==> src/rtl/ram_bist.sv <==
// ram_bist: four-phase march self-test engine for a single-port RAM.
// The phases are write pattern, read/compare, write inverse, and read/compare descending.
// Expected data is E(a) = PATTERN ^ a. The inverse phases use ~E(a).
// Optional feature macro: RAM_BIST_STOP_ON_FAIL_EN. When it is defined, the first
// mismatch ends the test on the next cycle.
module ram_bist #(
  parameter int                 ADDR_W  = 4,
  parameter int                 DATA_W  = 8,
  parameter logic [DATA_W-1:0]  PATTERN = DATA_W'(8'hA5)
) (
  input  logic                clk,
  input  logic                rst,
  input  logic                start,
  output logic                ram_en,
  output logic                ram_wr_rd,
  output logic [ADDR_W-1:0]   ram_addr,
  output logic [DATA_W-1:0]   ram_din,
  input  logic [DATA_W-1:0]   ram_dout,
  output logic                busy,
  output logic                done,
  output logic                pass,
  output logic [ADDR_W+1:0]   err_cnt,
  output logic [ADDR_W-1:0]   fail_addr,
  output logic [DATA_W-1:0]   fail_data
);

  localparam int                CNT_W    = ADDR_W + 2;
  localparam logic [ADDR_W-1:0] ADDR_MAX = '1;

  typedef enum logic [2:0] {
    IDLE, WR_PAT, RD_PAT, WR_INV, RD_INV, DONE
  } state_t;

  state_t              state, state_nxt;
  logic                en_nxt, wr_nxt, busy_nxt, done_nxt, pass_nxt;
  logic [ADDR_W-1:0]   addr_nxt;
  logic [DATA_W-1:0]   din_nxt;
  logic                clear;
  logic                issue;
  logic                mismatch;
  logic                first_seen;
  logic [CNT_W-1:0]    err_nxt;

  // Compare stage registers: expected data and address of the read issued last cycle
  logic                vld_p1;
  logic [DATA_W-1:0]   exp_p1;
  logic [ADDR_W-1:0]   addr_p1;

  function automatic logic [DATA_W-1:0] exp_data(input logic [ADDR_W-1:0] a);
    return PATTERN ^ DATA_W'(a);
  endfunction

  function automatic logic [CNT_W-1:0] sat_inc(input logic [CNT_W-1:0] v);
    return (v == '1) ? v : v + CNT_W'(1);
  endfunction

  assign issue    = ((state == RD_PAT) || (state == RD_INV)) && ram_en;
  assign mismatch = vld_p1 && (ram_dout != exp_p1);
  assign err_nxt  = mismatch ? sat_inc(err_cnt) : err_cnt;

  // Next-state and next registered RAM-side outputs; the address register doubles as the phase counter
  always_comb begin
    state_nxt = state;
    en_nxt    = 1'b0;
    wr_nxt    = 1'b0;
    addr_nxt  = ram_addr;
    din_nxt   = ram_din;
    busy_nxt  = busy;
    done_nxt  = 1'b0;
    pass_nxt  = pass;
    clear     = 1'b0;
    case (state)
      IDLE: begin
        if (start) begin
          state_nxt = WR_PAT;
          en_nxt    = 1'b1;
          wr_nxt    = 1'b1;
          addr_nxt  = '0;
          din_nxt   = exp_data('0);
          busy_nxt  = 1'b1;
          pass_nxt  = 1'b0;
          clear     = 1'b1;
        end
      end
      WR_PAT: begin
        en_nxt = 1'b1;
        if (ram_addr == ADDR_MAX) begin
          state_nxt = RD_PAT;
          addr_nxt  = '0;
        end else begin
          wr_nxt   = 1'b1;
          addr_nxt = ram_addr + ADDR_W'(1);
          din_nxt  = exp_data(ram_addr + ADDR_W'(1));
        end
      end
      RD_PAT: begin
        if (ram_en) begin
          // Last ascending read wraps the address back to 0 and opens the drain cycle
          en_nxt   = (ram_addr != ADDR_MAX);
          addr_nxt = ram_addr + ADDR_W'(1);
        end else begin
          state_nxt = WR_INV;
          en_nxt    = 1'b1;
          wr_nxt    = 1'b1;
          addr_nxt  = '0;
          din_nxt   = ~exp_data('0);
        end
      end
      WR_INV: begin
        en_nxt = 1'b1;
        if (ram_addr == ADDR_MAX) begin
          state_nxt = RD_INV;
          addr_nxt  = ADDR_MAX;
        end else begin
          wr_nxt   = 1'b1;
          addr_nxt = ram_addr + ADDR_W'(1);
          din_nxt  = ~exp_data(ram_addr + ADDR_W'(1));
        end
      end
      RD_INV: begin
        if (ram_en) begin
          en_nxt   = (ram_addr != '0);
          addr_nxt = ram_addr - ADDR_W'(1);
        end else begin
          state_nxt = DONE;
          busy_nxt  = 1'b0;
          done_nxt  = 1'b1;
          pass_nxt  = (err_nxt == '0);
        end
      end
      DONE: begin
        state_nxt = IDLE;
      end
      default: begin
        state_nxt = IDLE;
        busy_nxt  = 1'b0;
      end
    endcase
`ifdef RAM_BIST_STOP_ON_FAIL_EN
    if (mismatch) begin
      state_nxt = DONE;
      en_nxt    = 1'b0;
      wr_nxt    = 1'b0;
      busy_nxt  = 1'b0;
      done_nxt  = 1'b1;
      pass_nxt  = 1'b0;
    end
`endif
  end

  // State and registered outputs; reset drops the RAM enable immediately
  always_ff @(posedge clk or negedge rst) begin
    if (!rst) begin
      state     <= IDLE;
      ram_en    <= 1'b0;
      ram_wr_rd <= 1'b0;
      ram_addr  <= '0;
      ram_din   <= '0;
      busy      <= 1'b0;
      done      <= 1'b0;
      pass      <= 1'b0;
      vld_p1    <= 1'b0;
    end else begin
      state     <= state_nxt;
      ram_en    <= en_nxt;
      ram_wr_rd <= wr_nxt;
      ram_addr  <= addr_nxt;
      ram_din   <= din_nxt;
      busy      <= busy_nxt;
      done      <= done_nxt;
      pass      <= pass_nxt;
      vld_p1    <= issue && (state_nxt != DONE);
    end
  end

  // Expected data for the read being issued; it lines up with ram_dout one cycle later
  always_ff @(posedge clk) begin
    exp_p1  <= (state == RD_INV) ? ~exp_data(ram_addr) : exp_data(ram_addr);
    addr_p1 <= ram_addr;
  end

  // Mismatch bookkeeping: saturating count, and the first failure latched once per test
  always_ff @(posedge clk or negedge rst) begin
    if (!rst) begin
      err_cnt    <= '0;
      fail_addr  <= '0;
      fail_data  <= '0;
      first_seen <= 1'b0;
    end else if (clear) begin
      err_cnt    <= '0;
      fail_addr  <= '0;
      fail_data  <= '0;
      first_seen <= 1'b0;
    end else if (mismatch) begin
      err_cnt <= err_nxt;
      if (!first_seen) begin
        first_seen <= 1'b1;
        fail_addr  <= addr_p1;
        fail_data  <= ram_dout;
      end
    end
  end

endmodule

==> config.mk <==
export PLATFORM = sky130hd
export DESIGN_NAME = ram_bist
export DESIGN_NICKNAME = d
export VERILOG_FILES = /design/src/rtl/ram_bist.sv
export SDC_FILE = /design/constraint.sdc
export NUM_CORES = 1
export LEC_CHECK = 0
export ABC_AREA = 1
export ABC_CLOCK_PERIOD_IN_PS = 4000
export CAP_MARGIN = 10
export CORE_ASPECT_RATIO = 1.1
export CORE_MARGIN = 2
export CORE_UTILIZATION = 54
export CTS_CLUSTER_SIZE = 16
export DETAILED_ROUTE_END_ITERATION = 8
export GPL_ROUTABILITY_DRIVEN = 0
export PLACE_DENSITY_LB_ADDON = 0.12
export SYNTH_ARGS = -nofsm -noshare
export SYNTH_HDL_FRONTEND = slang
export SYNTH_SLANG_ARGS = --single-unit
==> constraint.sdc <==
create_clock -name clk -period 4 [get_ports clk]
set_input_delay 0.4 -clock clk [delete_from_list [all_inputs] [get_ports clk]]
set_output_delay 0.4 -clock clk [all_outputs]
set_load 0.03 [all_outputs]
==> run summary <==
The run finished with clean final reports. TritonCTS built the clock tree. The cell family contributing the most delay on the critical path is buffers and inverters.

In the layout the commonest cells are nand2_1, clkdlybuf4s50_1, dfrtp_1. Startpoint class of the critical path: a register. The count of routing violations after the opening detailed-route iteration was 179; the CTS sink count was 48.

The net count of the finished layout is 356. The final critical-path share of the clock period is 49.6%. In the routed design, unresolved DRC markers number 0. The path class of the tightest hold or removal check is in2async. 0 antenna diodes ended up in the layout.

The maximum fanout along the worst path is 9, and the max-capacitance violation count is 0. Main flop type after synthesis: dfrtp_1. The number of vias in the routed layout was 2092. For this design, the slowest cell found on the critical path is clkdlybuf4s50_1. Number of buffers and inverters on the critical path: 1. The most common cell after layout, fill and taps aside is nand2_1. After clock tree synthesis, the clock-pin slew on the worst setup and hold paths is 0.09 ns.

The cell count after synthesis came out at 297. The floorplan step set the die height to 74.4 um. The die covers 5060 sq um.

The run gives 0 as the number of max-slew violations in the final report. Sequential elements use 47.3% of the synthesized area. When the netlist entered floorplanning its net count stood at 312. The synthesized netlist occupies a cell area of 2430 sq um.

In this design, the stage delay of the slowest critical-path cell is 0.74 ns. After layout, the minimum clock period comes to 1.98 ns. Die width: 68.0 um.

After clock tree synthesis, the flow added hold-fix buffers numbering 0. Cells fill 69.4% of the core in the end. The floorplan has 25 rows.

The total wire length after detailed routing was 5.23 mm. The Yosys step of the flow raised 0 warnings. The run gives 0 as the number of buffers inserted by post-CTS setup repair.

The layout-stage area growth over the synthesis result came out at 23.0%. For the count of unique library cells instantiated by Yosys, the log shows 36. After global routing the overflow that remains totals 0. Global routing used 23.5% of the available tracks across all layers. Number of nets still failing antenna checks after routing: 0. The type of destination of the critical path was an output port.

For the via count of the first global-routing pass, the log shows 1969. Power spread over the standard cell area amounts to 850 nW/um^2. The core region is 4320 sq um. The maximum root-to-sink buffer count came out at 2. Clock skew on the completed layout was measured at 0.00686 ns.

The initial utilization of the core area, before any placement, comes to 56.4%. The critical path is of the reg2out type. In this run the tightest slew margin relative to its limit is 44.7%. The total clock buffers created by CTS is 5. The worst-skew pair later-pin latency is 0.30 ns.

The number of hold-slack violations in the final timing report is 0. Summed over all cells, the static leakage comes to 1.46 nW. The first TritonRoute pass finished after 4 iterations. Transition time at the pin with the least slew margin: 0.830 ns.

In this run the mean area of a mapped cell was 8.19 sq um. After detailed routing, the average wire length per cell comes to 13.2 um. For the largest net degree at the start of global routing, the log shows 39. The number of antenna violations at the first check in global routing was 0.

The fmax was 504 MHz. After legalization and detailed placement, the total HPWL measured 3.99 mm. After filler insertion, the fill cell instance count of the layout stands at 400.

The data required time of the critical path was 3.60 ns; the setup total negative slack was 0 ns. Gates resized during post-CTS repair numbered 0. Of all flip-flops after synthesis, the portion carrying an async set or reset was 79.2%. 46 I/O pins were placed. Clock tree root driver cell: clkbuf_8. In the routed layout, each cell is associated on average with a via count of 5.28. After synthesis the netlist holds a flip-flop and latch count of 48. The first global-routing pass estimated 8.88 mm of wire.

Setup repair after global routing left no endpoint under its margin. For the H-tree depth reported by CTS, the log shows 2. The critical path goes through clkdlybuf4s50_1.

The worst-case IR drop observed on VDD is 0.463 mV. The ratio of cells with drive above 1 in the final layout came out at 10.5%. Count of flip-flops with a built-in enable after synthesis: 0. The number of I/O port buffers is 45. Data arrives at the worst endpoint at 1.58 ns. The setup violation total in the final timing report came out at 0.
-- per-layer routing --
layer	wire length (um)	GRT usage (%)	up-vias	share of wire (%)
li1	-	-	1039	-
met1	2270	31.7	990	43
met2	2630	38.4	53	50
met3	229	4.54	10	4.4
met4	92	7.33	0	1.8
met5	0	0	-	0
-- layout make-up --
cell class                      count  area (sq um)  share of cell area, %
Inverter                           39           156                   5.22
Tap cell                           54          67.6                   2.26
Sequential cell                    48          1150                   38.4
Clock buffer                        6          82.6                   2.76
Timing Repair Buffer               45           445                   14.9
Multi-Input combinational cell    202          1080                   35.9
Clock inverter                      2          15.0                  0.501
-- cell families (layout without fill, tap and decap cells) --
group	after synthesis	in the layout	share of synthesized area, %
adders and majority gates	4	4	2.06
buffers and inverters	47	92	8.48
and+or+nand+nor	144	144	28.5
AOI/OAI and AO/OA	47	47	11.2
xor gates and xnor gates	7	7	2.52
DFF	48	48	47.3
-- flip-flops by register name (all words and copies together), names as in the netlist --
name	cells
vld_p1	1
pass	1
ram_en	1
busy	1
first_seen	1
err_cnt	6
exp_p1	6
ram_din	6
addr_p1	4
done	1
fail_data	8
ram_wr_rd	1
fail_addr	4
state	3
ram_addr	4
-- where the power goes --
part | switching (mW) | internal, mW | total, mW | leakage, nW
combinational | 0.820 | 0.536 | 1.36 | 0.877
clock | 0.160 | 0.140 | 0.300 | 0.0434
sequential | 0.202 | 0.688 | 0.889 | 0.536
-- cells in the mapped netlist, types with 2 or more instances --
master	number	share of area [%]
dfrtp_1	38	39
dfxtp_1	10	8.2
buf_4	3	0.93
clkbuf_1	2	0.31
nor2_4	3	1.4
inv_2	4	0.62
inv_4	2	0.51
nand2_1	67	10
nor2_8	2	1.6
o21ai_0	11	2.3
ha_1	4	2.1
o21ai_1	12	2.5
a21oi_1	15	3.1
xor2_1	5	1.8
nor2_1	31	4.8
nand3_1	20	4.1
inv_1	32	4.9
nor2_2	5	1.3
nor3_1	9	1.9
xnor2_1	2	0.72
nand2_4	5	2.3
-- metrics by stage --
step	std cells	setup slack, ns	power, mW	hold WS [ns]	area [sq um]
2_1_floorplan	297	2.38	1.78	0.104	2430
3_3_place_gp	388	1.96	2.23	0.451	2900
3_5_place_dp	388	1.88	2.25	0.464	2900
4_1_cts	396	1.98	2.57	0.221	2990
5_1_grt	396	1.96	2.74	0.269	2990
6_report	396	2.02	2.54	0.187	2990
-- worst paths after layout --
kind	start	to	slack (ns)	cells after the start
setup reg to reg	state[0]$_DFF_PN0_	ram_din[1]$_DFFE_PN0P_	2.19	8
hold / removal	rst	fail_data[2]$_DFFE_PN0P_	0.19	1
hold reg to reg	addr_p1[3]$_DFF_P_	fail_addr[3]$_DFFE_PN0P_	0.48	2
setup / recovery	ram_addr[3]$_DFFE_PN0P_	ram_addr[3]	2.02	1
max in group asynchronous	rst	ram_din[1]$_DFFE_PN0P_	3.29	1
min in group clk	addr_p1[3]$_DFF_P_	fail_addr[3]$_DFFE_PN0P_	0.48	2
Note: power is estimated with default switching activity, not from simulation.
